$ cat config.mk
export PLATFORM = sky130hd
export DESIGN_NAME = vliw_pipe_stage
export DESIGN_NICKNAME = d
export VERILOG_FILES = /design/src/rtl/vliw_pipe_pkg.sv /design/src/rtl/pipe_entry.sv /design/src/rtl/vliw_pipe_stage.sv
export SDC_FILE = /design/constraint.sdc
export NUM_CORES = 1
export LEC_CHECK = 0
export CAP_MARGIN = 20
export CORE_ASPECT_RATIO = 1.75
export CORE_UTILIZATION = 45
export DETAILED_ROUTE_END_ITERATION = 12
export GPL_TIMING_DRIVEN = 0
export PLACE_DENSITY = 0.75
export SETUP_SLACK_MARGIN = 0.3
export SYNTH_ARGS = -nofsm -noshare
export SYNTH_HDL_FRONTEND = slang
export SYNTH_HIERARCHICAL = 1
export SYNTH_SLANG_ARGS = --single-unit
export TNS_END_PERCENT = 50
$ cat constraint.sdc
create_clock -name clk -period 2.2 [get_ports clk]
set_clock_uncertainty 0.1 [all_clocks]
set_input_delay 0.44 -clock clk [delete_from_list [all_inputs] [get_ports clk]]
set_output_delay 0.44 -clock clk [all_outputs]
set_load 0.05 [all_outputs]
$ cat src/rtl/vliw_pipe_pkg.sv
// Shared constants and helpers for the VLIW inter-stage latch.
// Occupancy encoding and lane slicing of packed bundle payloads.
package vliw_pipe_pkg;

  localparam logic [1:0] OCC_EMPTY = 2'd0;
  localparam logic [1:0] OCC_ONE   = 2'd1;
  localparam logic [1:0] OCC_FULL  = 2'd2;

  function automatic int laneLo(input int lane, input int width);
    return lane * width;
  endfunction

endpackage

$ cat src/rtl/pipe_entry.sv
// One bundle register: valid bit, lane mask and packed payload.
// Clear drops only the valid bit so payload and mask hold their values.
module pipe_entry
  import vliw_pipe_pkg::*;
#(
  parameter int WIDTH = 32,
  parameter int LANES = 2
) (
  input  logic                   clk,
  input  logic                   rst_n,
  input  logic                   load,
  input  logic                   clear,
  input  logic [LANES-1:0]       kill,
  input  logic [LANES*WIDTH-1:0] loadData,
  input  logic [LANES-1:0]       loadMask,
  output logic                   valid,
  output logic [LANES-1:0]       mask,
  output logic [LANES*WIDTH-1:0] data
);

  always_ff @(posedge clk or negedge rst_n) begin
    if (!rst_n) begin
      valid <= 1'b0;
      mask  <= '0;
      data  <= '0;
    end else if (clear) begin
      valid <= 1'b0;
    end else if (load) begin
      valid <= 1'b1;
      mask  <= loadMask & ~kill;
      for (int i = 0; i < LANES; i++) begin
        data[laneLo(i, WIDTH) +: WIDTH] <=
          loadData[laneLo(i, WIDTH) +: WIDTH];
      end
    end else begin
      mask <= mask & ~kill;
    end
  end

endmodule

$ cat src/rtl/vliw_pipe_stage.sv
// VLIW inter-stage latch with valid/ready on both sides, optional skid,
// flush, per-lane squash, empty-bundle dropping and a stall counter.
module vliw_pipe_stage
  import vliw_pipe_pkg::*;
#(
  parameter int WIDTH      = 32,
  parameter int LANES      = 2,
  parameter int SKID       = 1,
  parameter int DROP_EMPTY = 0,
  parameter int CNT_W      = 16
) (
  input  logic                   clk,
  input  logic                   reset,
  input  logic                   in_valid,
  output logic                   in_ready,
  input  logic [LANES*WIDTH-1:0] in_data,
  input  logic [LANES-1:0]       in_lane_valid,
  output logic                   out_valid,
  input  logic                   out_ready,
  output logic [LANES*WIDTH-1:0] out_data,
  output logic [LANES-1:0]       out_lane_valid,
  input  logic                   flush,
  input  logic [LANES-1:0]       lane_kill,
  output logic [1:0]             occupancy,
  output logic [CNT_W-1:0]       stall_count,
  input  logic                   stat_clr
);

  logic                   mainValid;
  logic                   skidValid;
  logic [LANES-1:0]       mainMask;
  logic [LANES-1:0]       skidMask;
  logic [LANES*WIDTH-1:0] mainData;
  logic [LANES*WIDTH-1:0] skidData;
  logic [LANES*WIDTH-1:0] srcData;
  logic [LANES-1:0]       srcMask;
  logic inFire, outFire, dropIt, take;
  logic mainLoad, mainClear, skidLoad, skidClear;
  logic mainNext, skidNext;

  assign outFire = mainValid & out_ready;

  if (SKID != 0) begin : gRdySkid
    assign in_ready = !skidValid;
  end else begin : gRdyComb
    assign in_ready = !mainValid | out_ready;
  end

  assign inFire = in_valid & in_ready;
  assign dropIt = (DROP_EMPTY != 0) && (in_lane_valid == '0);
  assign take   = inFire & !dropIt;

  // A full stage refills main from skid; otherwise main takes the input
  assign mainLoad  = !flush &
    (skidValid ? outFire : (take & (!mainValid | outFire)));
  assign mainClear = flush | (outFire & !mainLoad);
  assign skidLoad  = !flush & take & mainValid & !outFire;
  assign skidClear = flush | (skidValid & outFire);

  assign srcData = skidValid ? skidData : in_data;
  assign srcMask = skidValid ? skidMask : in_lane_valid;

  assign mainNext = mainLoad | (mainValid & !mainClear);
  assign skidNext = skidLoad | (skidValid & !skidClear);

  pipe_entry #(.WIDTH(WIDTH), .LANES(LANES)) uMain (
    .clk      (clk),
    .rst_n    (reset),
    .load     (mainLoad),
    .clear    (mainClear),
    .kill     (lane_kill),
    .loadData (srcData),
    .loadMask (srcMask),
    .valid    (mainValid),
    .mask     (mainMask),
    .data     (mainData)
  );

  if (SKID != 0) begin : gSkid
    pipe_entry #(.WIDTH(WIDTH), .LANES(LANES)) uSkid (
      .clk      (clk),
      .rst_n    (reset),
      .load     (skidLoad),
      .clear    (skidClear),
      .kill     (lane_kill),
      .loadData (in_data),
      .loadMask (in_lane_valid),
      .valid    (skidValid),
      .mask     (skidMask),
      .data     (skidData)
    );
  end else begin : gNoSkid
    assign skidValid = 1'b0;
    assign skidMask  = '0;
    assign skidData  = '0;
  end

  always_ff @(posedge clk or negedge reset) begin
    if (!reset) begin
      occupancy <= OCC_EMPTY;
    end else begin
      case ({mainNext, skidNext})
        2'b00:   occupancy <= OCC_EMPTY;
        2'b11:   occupancy <= OCC_FULL;
        default: occupancy <= OCC_ONE;
      endcase
    end
  end

  always_ff @(posedge clk or negedge reset) begin
    if (!reset) begin
      stall_count <= '0;
    end else if (stat_clr) begin
      stall_count <= '0;
    end else if (mainValid & !out_ready & !flush & ~&stall_count) begin
      stall_count <= stall_count + CNT_W'(1);
    end
  end

  assign out_valid      = mainValid;
  assign out_data       = mainData;
  assign out_lane_valid = mainMask;

endmodule

Word level (Yosys, flattened, before mapping)
Index checks and enable logic that the tools add are counted.

word-level totals
  flip-flop bits (word level) = 152
  input port bits = 74
  output and inout port bits = 86
  word-level logic and storage cells = 64

cells by class
  bitwise gates (word level) = 26
  $add $sub $neg = 1
  multiplexer cells = 12
  reduce and logical (&&, ||, !) cells = 16
  equal/unequal tests = 1

operator list
  operator                                                          count
  64-bit two-way mux                                                1
  16-bit two-way mux                                                2
  16-bit by 1-bit adder with 16-bit output (second input constant)  1
  16-bit AND reduction                                              1
  1-bit AND                                                         14
  1-bit zero test                                                   9
  2-bit AND                                                         4
  2-bit two-way mux                                                 3
  2-bit nonzero test                                                3
  1-bit two-way mux                                                 5
  1-bit OR                                                          5
  2-bit case mux with 2 select lines                                1
  2-bit AND reduction                                               2
  2-bit == test (second input constant)                             1
  2-bit zero test                                                   1
  1-bit NOT                                                         2
  2-bit NOT                                                         1

Logic depth before layout (Yosys ltp)
Gate-level depths: netlist (run 1).

  depth in word-level cells = 13
  gate-level depth with buffers = 9
  depth with buffers taken out = 6

Cells and area by module
The synthesis (run 1) kept the hierarchy.

modules (own cells, without submodules)
  module           area an instance (sq um)  cells each  times used  seq. area each (sq um)
  pipe_entry       2713.9                    147         2           1676.6
  vliw_pipe_stage  1819.2                    183         1           450.4

Worst setup path after synthesis (run 1)
Ideal clock, no wire load.

  path kind = reg2reg
  from = reg gSkid.uSkid.valid
  to = reg uMain.data[19]
  cell stages (with the launch flop) = 10
  clock period less this slack = 2.556 ns
  path buffers = 3
  slack = -0.356 ns
  data required time = 1.975 ns
  arrival = 2.330 ns
  library setup time = 0.125 ns
  path through = dfrtp_1 clkbuf_1 inv_1 mux2i_1 nor3_1 o21bai_1 nor2b_4 buf_8 buf_12 mux2_4

on the way
  longest elaborated chain between the ends = 10
  elaborated cells between the ends (all ways) = 11
  those cells by class = mux (2); bitwise (6); reduce/logical (3)

ends and longest elaborated chain
  item                           RTL line               source
  start, declared                pipe_entry.sv:16       output logic valid,
  start signal, assigned         pipe_entry.sv:23       valid <= 1'b0;
  start signal, assigned         pipe_entry.sv:27       valid <= 1'b0;
  start signal, assigned         pipe_entry.sv:29       valid <= 1'b1;
  1-bit zero test                vliw_pipe_stage.sv:44  assign in_ready = !skidValid;
  via in_ready                   vliw_pipe_stage.sv:15  output logic in_ready,
  1-bit AND                      vliw_pipe_stage.sv:49  assign inFire = in_valid & in_ready;
  1-bit AND                      vliw_pipe_stage.sv:55  (skidValid ? outFire : (take & (!mainValid | outFire)));
  1-bit two-way mux              vliw_pipe_stage.sv:55
  1-bit AND                      vliw_pipe_stage.sv:54  assign mainLoad = !flush &
  via mainLoad                   vliw_pipe_stage.sv:38  logic mainLoad, mainClear, skidLoad, skidClear;
  1-bit zero test                vliw_pipe_stage.sv:56  assign mainClear = flush | (outFire & !mainLoad);
  1-bit AND                      vliw_pipe_stage.sv:56
  1-bit OR                       vliw_pipe_stage.sv:56
  via mainClear                  vliw_pipe_stage.sv:38
  1-bit NOT (no line)            n/a
  2-bit AND reduction (no line)  n/a
  end signal, assigned by index  pipe_entry.sv:32       data[laneLo(i, WIDTH) +: WIDTH] <=
  end, declared                  pipe_entry.sv:18       output logic [LANES*WIDTH-1:0] data

The timed path passes the listed nets, and every way through them passes these cells.
A chain may end at the register's enable or synchronous reset.

Final worst setup path (run 1)
  from = reg gSkid.uSkid.valid
  to = reg uMain.data[35]

on the way
  longest elaborated chain between the ends = 10
  elaborated cells between the ends (all ways) = 11
  those cells by class = mux (2); bitwise (6); reduce/logical (3)

ends and longest elaborated chain
  item                             RTL line
  1-bit zero test                  vliw_pipe_stage.sv:44
  1-bit AND                        vliw_pipe_stage.sv:49
  1-bit AND                        vliw_pipe_stage.sv:55
  1-bit two-way mux *              vliw_pipe_stage.sv:55
  1-bit AND *                      vliw_pipe_stage.sv:54
  via mainLoad                     vliw_pipe_stage.sv:38
  1-bit zero test *                vliw_pipe_stage.sv:56
  1-bit AND *                      vliw_pipe_stage.sv:56
  1-bit OR *                       vliw_pipe_stage.sv:56
  via mainClear                    vliw_pipe_stage.sv:38
  1-bit NOT (no line) *            n/a
  2-bit AND reduction (no line) *  n/a

Mark *: on every way through the listed nets, which the timed path passes. The rest lies on a longest branch.

==> run_results.csv, run 1 <==
group,metric,value,unit
sta,period_needed,2.18,ns
die,ioPinCount,160,
status,failed_checks,"design-rule violations",
synthesis,ys_types,42,
min_path,hp-class,"input pin to flip-flop",
min_path,hold_start,"stat_clr",
global_route,grt_antenna_before_repair,0,
clocking,numCtsBuffers,17,
synthesis,synthesis.area,7250,um^2
clocking,cts.path.max_buffers,2,
clocking,cts_max_level,4,
routing,drt_iter0_drc,195,
global_route,grt_max_degree,80,
routing,postRouteAntennaNets,0,
routing,drtPass1Iterations,8,
clocking,cts_tree,"built",
die,dieWidth,97.9,um
cells_and_area,drive_gt1_share,46.3,%
setup_path,cp_slowest_stage_delay,0.39,ns
power_and_ir_drop,power_density,898,nW/um^2
setup_path,startpoint,"gSkid.uSkid/valid$_DFFE_PN0P_",
cells_and_area,final_area,10300,um^2
setup_path,endpoint_kind,"flip-flop",
global_route,grt_usage,20.7,%
routing,wl_per_cell,19.3,um
cells_and_area,diodes,0,
synthesis,synth_edf_count,0,
cells_and_area,final_util,65.1,%
placement,gp_congestion,0.802,
global_route,overflow,0,
routing,routed_wl,17.0,mm
synthesis,synth_seq_cells,152,
die,core_area,15800,um^2
power_and_ir_drop,ir_worst_vdd,0.462,mV
sta,fin_crit_sh,99.2,%
sta,finalSetupViolCount,0,
setup_path,crit_type,"flip-flop to flip-flop",
sta,hold_viol,0,
setup_path,r2r-start,"gSkid.uSkid/valid$_DFFE_PN0P_",
run,maxCapViolCount,0,
sta,maxSlewViolCount,0,
die,num_rows,61,
synthesis,syn_inst,477,
synthesis,yosysSeqAreaShare,52.5,%
status,status,"finished with violations",
routing,via_per_inst,5.32,
synthesis,synth_ff_type,"dfrtp_1",
sta,max_freq,0.458,GHz
sta,rsz0062_at_grt,"true",
global_route,grt_pass1_wl,27.0,mm
clocking,cts_root_buffer,"clkbuf_16",
synthesis,avgSynthCellArea,15.2,um^2
die,die-area,16600,um^2
cells_and_area,finalNetCount,756,
setup_path,slowest_stage,"dfrtp_1",
routing,drc,12,
setup_path,worstPathRequired,2.40,ns
cells_and_area,syn_to_final_growth,41.9,%
setup_path,critical_path_arrival,2.38,ns
die,initial_core_util,45.9,%
setup_path,crit_chain,"clkbuf_8, clkinvlp_4, mux2i_4, nor3_4, o21bai_4, nor2b_4, buf_12, clkbuf_16, mux2_4",
die,die_y,170,um
placement,hpwl,11.2,mm
placement,port_buffers,158,
power_and_ir_drop,power,0.00924,W
placement,postPlaceCellArea,9120,um^2
clocking,clock_latency,0.42,ns
sta,worst_pin_slew,0.744,ns
power_and_ir_drop,leakage,5.07,nW
clocking,clk_pin_slew,0.06,ns
placement,dp_cells,825,
synthesis,synthArstFlopShare,100,%
clocking,cts.sinks,152,
routing,dr_total_vias,4689,
synthesis,yosysWarningCount,6,
setup_path,cp-start-kind,"flip-flop",
sta,slew_headroom,50.4,%
global_route,grt_pass1_vias,5206,
synthesis,synth_nets,553,
setup_path,critPathMaxFanout,8,
cells_and_area,final_cells,882,
## registers in the layout (all words and copies together), names as in the netlist
name	count
gSkid.uSkid/data	64
uMain/data	64
stall_count	16
gSkid.uSkid/mask	2
occupancy	2
uMain/mask	2
gSkid.uSkid/valid	1
uMain/valid	1
## per-layer routing
| metal | GRT usage, % | vias up | routed length (um) |
|---|---|---|---|
| li1 | - | 2140 | - |
| met1 | 23.3 | 2419 | 6550 |
| met5 | 0 | - | 0 |
| met4 | 8.63 | 0 | 299 |
| met2 | 37.9 | 112 | 9470 |
| met3 | 4.19 | 18 | 660 |
## kinds of logic after synthesis
| kind of cell | share of synthesized area [%] |
|---|---|
| buf+inv | 4.07 |
| flops | 52.5 |
| compound gates | 3.69 |
| fa+ha+maj | 0.345 |
| simple gates | 4.58 |
| mux | 34.8 |
## final cells by class
| type | count | area, um^2 |
|---|---|---|
| Clock buffer | 18 | 429 |
| Tap cell | 189 | 236 |
| Multi-Input combinational cell | 292 | 3280 |
| Clock inverter | 14 | 115 |
| Inverter | 8 | 33.8 |
| Timing Repair Buffer | 184 | 2040 |
| Sequential cell | 152 | 3810 |
| Buffer | 25 | 334 |
| Fill cell | 1146 | 5520 |
## power by group
| part | switching (W) | total, W | internal, W |
|---|---|---|---|
| Clock | 0.00125 | 0.00272 | 0.00147 |
| Sequential | 0.000287 | 0.00361 | 0.00332 |
| Combinational | 0.00160 | 0.00291 | 0.00131 |
| Total | 0.00313 | 0.00924 | 0.00611 |
## through the flow
step / hold slack, ns / setup WS (ns) / TNS, ns
final: 0.376 / 0.0177 / 0
after global routing: 0.404 / -0.0311 / -0.461
after CTS: 0.356 / 0.0253 / 0
after detailed placement: 0.381 / -0.650 / -76.34
after global placement: 0.368 / -6.00 / -894.29
after floorplan: 0.0444 / -0.0102 / -0.335
## critical path: cells and delay by family (launching register included)
family                 cells  cell delay (ns)
buffers and inverters      4             0.62
and+or+nand+nor            2             0.47
DFF                        1             0.39
muxes                      2             0.38
AOI/OAI and AO/OA          1             0.11
## placed cells by master, fill, tap and decap left out, types with 3 or more instances in the layout
cell type	Yosys	final
o31ai_1	7	7
a21oi_1	12	10
clkdlybuf4s50_1	0	69
mux2_2	121	115
buf_1	3	3
clkbuf_2	0	12
nand4_1	4	4
clkinvlp_4	0	5
nor2b_1	4	4
inv_1	8	7
o21bai_4	0	3
nand2_1	8	8
buf_6	0	7
dfrtp_2	0	4
buf_12	8	13
o21bai_1	7	4
clkbuf_16	0	19
inv_6	0	4
nor2_1	9	8
dlygate4sd2_1	0	3
mux2_4	76	82
dfrtp_1	152	148
buf_8	2	3
a32o_1	4	4
nand3_1	4	3
clkdlybuf4s15_2	0	6
buf_4	4	15
dlymetal6s2s_1	0	67
or4_1	6	4
clkbuf_1	5	3
buf_16	0	3
## what timing repair did
action,in CTS,in global routing
gates cloned,2,2
endpoints found under the hold margin,40,0
hold buffers,1,0
setup endpoints to repair,234,230
buffers inserted,12,8
resized for setup,61,113
pin swaps,3,7
## Yosys cell counts (5+ instances only)
master | n | area [um^2]
a21oi_1 | 12 | 60.1
or4_1 | 6 | 45.0
clkbuf_1 | 5 | 18.8
nor2_1 | 9 | 33.8
o21bai_1 | 7 | 52.6
inv_1 | 8 | 30.0
nand2_1 | 8 | 30.0
buf_12 | 8 | 160
o31ai_1 | 7 | 52.6
mux2_2 | 121 | 1360
mux2_4 | 76 | 1140
dfrtp_1 | 152 | 3800
## path summary, 6_finish.rpt
path	endpoint	slack [ns]	cells after the start
max in group asynchronous	stall_count[9]$_DFFE_PN0P_	0.63	3
max reg2reg	uMain/data[35]$_DFFE_PN0P_	0.02	9
min	stall_count[2]$_DFFE_PN0P_	0.38	2
min in group asynchronous	uMain/data[46]$_DFFE_PN0P_	0.53	2
max	uMain/data[35]$_DFFE_PN0P_	0.02	9
min reg2reg	uMain/mask[0]$_DFFE_PN0N_	0.39	1
(Power assumes the default switching activity.)
==> inputs of run 2 (changes only) <==
Settings changed: CORE_UTILIZATION 45 to 46, PLACE_DENSITY 0.75 to 0.77.
==> run 2 against run 1 <==
Against the previous run:
- the flow now finishes without violations
- cell area up 5.2%
- non-clock buffer count up 16
- worst setup slack better by 0.013 ns
- clock power up 13%
- total power up 5.1%
- register-to-register slack about the same
- hold slack worse by 0.018 ns
- via count up 3.4%
- count of clock-buffer cells in the layout up 2
- sequential power about the same
- final cell count up 1.5%
- critical path type unchanged
- critical endpoint is now uMain/data[37]$_DFFE_PN0P_
- largest cell class unchanged
- highest routed layer unchanged
==> run_results.csv, run 2 (same netlist as run 1, synthesis figures left out) <==
group,metric,value,unit
setup_path,critPathMaxFanout,10,
clocking,cts_root_buffer,"clkbuf_16",
clocking,clock_latency,0.42,ns
placement,hpwl,11.3,mm
cells_and_area,fillerInstances,1009,
power_and_ir_drop,internal_power,0.00656,W
power_and_ir_drop,switchingPower,0.00314,W
global_route,grt_pass1_vias,5339,
global_route,grt_max_degree,81,
clocking,cts.path.max_buffers,2,
sta,hold_slack,0.358,ns
die,dieWidth,96.9,um
cells_and_area,layout_common_cells,"dfrtp_1 (146), mux2_4 (125), mux2_2 (72)",
cells_and_area,diodes,0,
placement,dp_cells,822,
power_and_ir_drop,leakage,5.31,nW
setup_path,worstPathRequired,2.39,ns
setup_path,critical_path_arrival,2.36,ns
sta,slew_headroom,54.9,%
global_route,grt_antenna_before_repair,0,
run,maxCapViolCount,0,
sta,max_freq,0.461,GHz
die,num_rows,60,
routing,drc,0,
min_path,hp-class,"input pin to flip-flop",
sta,finalSetupViolCount,0,
power_and_ir_drop,p_comb_share,31.0,%
sta,period_needed,2.17,ns
die,initial_core_util,47.1,%
setup_path,startpoint,"gSkid.uSkid/valid$_DFFE_PN0P_",
power_and_ir_drop,pwr-share-clk,31.6,%
placement,gp_congestion,0.761,
setup_path,cp-start-kind,"flip-flop",
clocking,numCtsBuffers,17,
setup_path,endpoint_kind,"flip-flop",
routing,wl_per_cell,20.2,um
global_route,overflow,0,
clocking,cts_tree,"built",
setup_path,crit_type,"flip-flop to flip-flop",
power_and_ir_drop,pwr-share-seq,37.4,%
routing,drt_iter0_drc,122,
setup_path,r2r-start,"gSkid.uSkid/valid$_DFFE_PN0P_",
sta,maxSlewViolCount,0,
placement,port_buffers,158,
clocking,cts_max_level,4,
sta,worst_pin_slew,0.677,ns
die,die-area,16300,um^2
global_route,grt_usage,22.2,%
die,core_area,15400,um^2
sta,rsz0062_at_grt,"true",
clocking,clk_pin_slew,0.06,ns
routing,via_per_inst,5.42,
cells_and_area,reg_top3,"gSkid.uSkid/data x64, uMain/data x64, stall_count x16",
die,ioPinCount,160,
power_and_ir_drop,power_density,897,nW/um^2
cells_and_area,syn_to_final_growth,49.3,%
cells_and_area,final_util,70.3,%
routing,dr_total_vias,4847,
min_path,hold_start,"stat_clr",
power_and_ir_drop,ir_worst_vdd,0.496,mV
sta,finalSetupTns,0,ns
routing,postRouteAntennaNets,0,
cells_and_area,final_cells,895,
status,status,"completed",
routing,drtPass1Iterations,4,
sta,hold_viol,0,
cells_and_area,drive_gt1_share,47.2,%
sta,fin_crit_sh,98.6,%
cells_and_area,finalNetCount,772,
routing,routed_wl,18.1,mm
global_route,grt_pass1_wl,28.6,mm
power_and_ir_drop,swShare,32.4,%
cells_and_area,final_common_cell,"dfrtp_1",
die,die_y,168,um
clocking,cts.sinks,152,
-- run 2: cell count changes in the layout (fill, tap and decap cells not counted), moves of 3 or more --
cell / change
buf_4: -7
mux2_4: +43
buf_6: +11
dlymetal6s2s_1: -3
buf_16: +7
bufinv_16: +3
mux2_2: -43
buf_12: +3
clkdlybuf4s15_1: +3
-- run 2: worst paths after layout --
path / end / slack, ns / cells past startpoint
max in group asynchronous: stall_count[9]$_DFFE_PN0P_ / 0.60 / 3
worst max register to register: uMain/data[37]$_DFFE_PN0P_ / 0.03 / 9
worst min-delay path: stall_count[2]$_DFFE_PN0P_ / 0.36 / 2
worst max-delay path: uMain/data[37]$_DFFE_PN0P_ / 0.03 / 9
worst min register to register: uMain/mask[1]$_DFFE_PN0N_ / 0.39 / 1
min in group asynchronous: gSkid.uSkid/data[45]$_DFFE_PN0P_ / 0.52 / 2
-- run 2: layer usage --
layer / routed length [um] / share of wire, % / vias up / global-route usage [%]
met3: 707 / 3.9 / 28 / 5.19
met5: 0 / 0 / - / 0
met2: 9860 / 54 / 126 / 39.6
met4: 397 / 2.2 / 0 / 7.72
met1: 7140 / 39 / 2516 / 25.8
li1: - / - / 2177 / -
-- run 2: timing repair --
item,in CTS,in global routing
pin swaps,4,9
cloned,9,2
hold buffers,1,0
endpoints found under the setup margin,234,231
hold endpoints to repair,72,0
gates resized for setup,66,171
buffers inserted,24,5
-- run 2: cell type report --
| cell class | instances | area, um^2 | share of cell area, % |
|---|---|---|---|
| Inverter | 8 | 33.8 | 0.312 |
| Multi-Input combinational cell | 292 | 3430 | 31.7 |
| Tap cell | 186 | 233 | 2.15 |
| Buffer | 25 | 332 | 3.06 |
| Timing Repair Buffer | 200 | 2370 | 21.9 |
| Sequential cell | 152 | 3810 | 35.2 |
| Clock inverter | 12 | 165 | 1.53 |
| Clock buffer | 20 | 447 | 4.13 |
-- run 2: power groups by stage --
stage                     combinational (W)  sequential (W)  clock [W]
after floorplan                    0.000813         0.00468          0
after global placement              0.00280         0.00364          0
after detailed placement            0.00286         0.00367          0
after CTS                           0.00293         0.00363    0.00313
after global routing                0.00313         0.00369    0.00326
final                               0.00301         0.00363    0.00307
-- run 2: critical path, stage by stage (launching register included) --
cell        delay, ns
dfrtp_1          0.39
clkbuf_8         0.16
clkinvlp_4       0.08
mux2i_1          0.08
nor3_2           0.26
o21bai_2         0.13
nor2b_4          0.20
buf_12           0.17
buf_12           0.16
mux2_4           0.31
-- run 2: stage by stage --
step	cell area, um^2	total power, W	setup slack (ns)
after floorplan	7270	0.00549	-0.0102
after global placement	9080	0.00644	-5.84
after detailed placement	9110	0.00652	-0.668
after CTS	10300	0.00969	0.0287
after global routing	10800	0.0101	-0.0484
final	10800	0.00971	0.0309
==> inputs of run 3 (changes only) <==
Settings changed: SKIP_LAST_GASP set to 1.
==> run 3 against run 2 <==
Against the previous run:
- maximum frequency is 0.53% lower
- hold slack gained 0.0020 ns
- sequential share of layout area increased by 0.91 points
- global-route usage is the same
- core utilization is 1.9 points lower
==> run_results.csv, run 3 (same netlist as run 1, synthesis figures left out) <==
group,metric,value,unit
min_path,hp-class,"input pin to flip-flop",
power_and_ir_drop,ir_worst_vdd,0.534,mV
sta,setup_slack,0.0195,ns
die,die-area,16300,um^2
sta,rsz0062_at_grt,"true",
routing,via_per_inst,5.35,
power_and_ir_drop,internal_power,0.00650,W
power_and_ir_drop,power_density,914,nW/um^2
routing,drt_iter0_drc,132,
global_route,grt_usage,22.2,%
die,die_y,168,um
routing,dr_total_vias,4792,
global_route,overflow,0,
cells_and_area,final_common_cell,"dfrtp_1",
cells_and_area,final_cells,895,
sta,max_freq,0.459,GHz
power_and_ir_drop,swShare,32.5,%
run,maxCapViolCount,0,
cells_and_area,fillerInstances,1046,
cells_and_area,diodes,0,
cells_and_area,finalNetCount,772,
global_route,grt_antenna_before_repair,0,
placement,port_buffers,158,
clocking,cts.path.max_buffers,2,
global_route,grt_pass1_wl,28.6,mm
die,num_rows,60,
sta,slew_headroom,55.2,%
power_and_ir_drop,pwr-share-clk,31.9,%
cells_and_area,register_area,3800,um^2
placement,pre_cts_slack,-0.668,ns
setup_path,endpoint_kind,"flip-flop",
power_and_ir_drop,p_comb_share,30.5,%
clocking,clock_latency,0.42,ns
cells_and_area,drive_gt1_share,43.6,%
routing,postRouteAntennaNets,0,
clocking,cts_root_buffer,"clkbuf_16",
power_and_ir_drop,pwr-share-seq,37.7,%
clocking,clk_pin_slew,0.07,ns
setup_path,crit_type,"flip-flop to flip-flop",
die,core_area,15400,um^2
clocking,cts_max_level,4,
setup_path,critical_path_arrival,2.38,ns
clocking,numCtsBuffers,17,
die,dieWidth,96.9,um
routing,wl_per_cell,19.5,um
power_and_ir_drop,leakage,4.86,nW
placement,hpwl,11.3,mm
clocking,cts_tree,"built",
status,status,"completed",
routing,drc,0,
setup_path,cp-start-kind,"flip-flop",
routing,drtPass1Iterations,5,
placement,dp_cells,822,
die,initial_core_util,47.1,%
cells_and_area,syn_to_final_growth,45.3,%
sta,maxSlewViolCount,0,
setup_path,ff2ff_setup_slack,0.02,ns
cells_and_area,multi_input_area,3220,um^2
setup_path,worstPathRequired,2.40,ns
sta,worst_pin_slew,0.672,ns
setup_path,critPathMaxFanout,5,
die,ioPinCount,160,
cells_and_area,reg_top3,"gSkid.uSkid/data x64, uMain/data x64, stall_count x16",
sta,fin_crit_sh,99.1,%
clocking,cts.sinks,152,
sta,finalSetupTns,0,ns
sta,finalSetupViolCount,0,
cells_and_area,layout_common_cells,"dfrtp_1 (151), mux2_2 (108), clkdlybuf4s50_1 (107)",
power_and_ir_drop,switchingPower,0.00312,W
global_route,grt_pass1_vias,5339,
global_route,grt_max_degree,81,
placement,gp_congestion,0.761,
sta,hold_viol,0,
routing,routed_wl,17.5,mm
sta,period_needed,2.18,ns
==> run 3: changes by cell type in the layout (fill, tap and decap cells not counted), moves of 12 or more <==
cell,change
clkdlybuf4s50_1,+37
dlygate4sd2_1,+15
mux2_2,+36
clkbuf_2,-12
dlymetal6s2s_1,-37
mux2_4,-36
==> run 3: area by class of cell <==
class                   count  share of cell area, %
clock inverters            12                   1.57
well taps                 186                   2.21
multi-input cells         292                   30.6
plain buffers              25                   3.02
inverters                   8                  0.321
flip-flops and latches    152                   36.1
clock buffers              20                   4.24
repair buffers            200                   21.9
==> run 3: metal layers <==
layer	GRT usage, %	vias to the layer above	wire (um)
li1	-	2174	-
met1	25.8	2460	6860
met2	39.6	132	9510
met3	5.19	26	739
met4	7.72	0	349
met5	0	-	0
==> run 3: path summary, 6_finish.rpt <==
kind                                                from                    endpoint  cells past startpoint
max in group asynchronous                          reset  uMain/data[24]$_DFFE_PN0P_                      3
min                                             stat_clr  stall_count[2]$_DFFE_PN0P_                      2
max                        gSkid.uSkid/valid$_DFFE_PN0P_   uMain/data[0]$_DFFE_PN0P_                      9
min reg2reg                    uMain/mask[1]$_DFFE_PN0N_   uMain/mask[1]$_DFFE_PN0N_                      1
min in group asynchronous                          reset  uMain/data[45]$_DFFE_PN0P_                      2
max reg2reg                gSkid.uSkid/valid$_DFFE_PN0P_   uMain/data[0]$_DFFE_PN0P_                      9
==> run 3: critical path, stage by stage, from the launching register on <==
cell and delay [ns]:
dfrtp_1 0.39, clkbuf_8 0.16, clkinvlp_4 0.08, mux2i_1 0.08
nor3_2 0.28, o21bai_2 0.13, nor2b_4 0.20, buf_6 0.17
clkbuf_16 0.15, mux2_2 0.34
==> run 3: power groups by stage <==
| stage | combinational [W] | clock (W) | sequential (W) |
|---|---|---|---|
| after CTS | 0.00293 | 0.00313 | 0.00363 |
| after global routing | 0.00305 | 0.00326 | 0.00369 |
| after detailed placement | 0.00286 | 0 | 0.00367 |
| after floorplan | 0.000813 | 0 | 0.00468 |
| after global placement | 0.00280 | 0 | 0.00364 |
| final | 0.00293 | 0.00306 | 0.00363 |
==> run 3: timing repair <==
| item | CTS | global route |
|---|---|---|
| cloned | 9 | 2 |
| buffers inserted | 24 | 5 |
| resized for setup | 66 | 45 |
| hold buffers | 1 | 0 |
| pin swaps | 4 | 2 |
| endpoints found under the hold margin | 72 | 0 |
| setup endpoints to repair | 234 | 231 |
==> run 3: metrics by stage <==
step,total power (W),hold slack (ns),area (um^2),utilization [%]
floorplan,0.00549,0.0444,7270,-
global placement,0.00644,0.369,9080,59.0
detailed placement,0.00652,0.378,9110,59.2
CTS,0.00969,0.351,10300,67.0
global route,0.00999,0.388,10500,68.4
finish,0.00962,0.360,10500,68.4
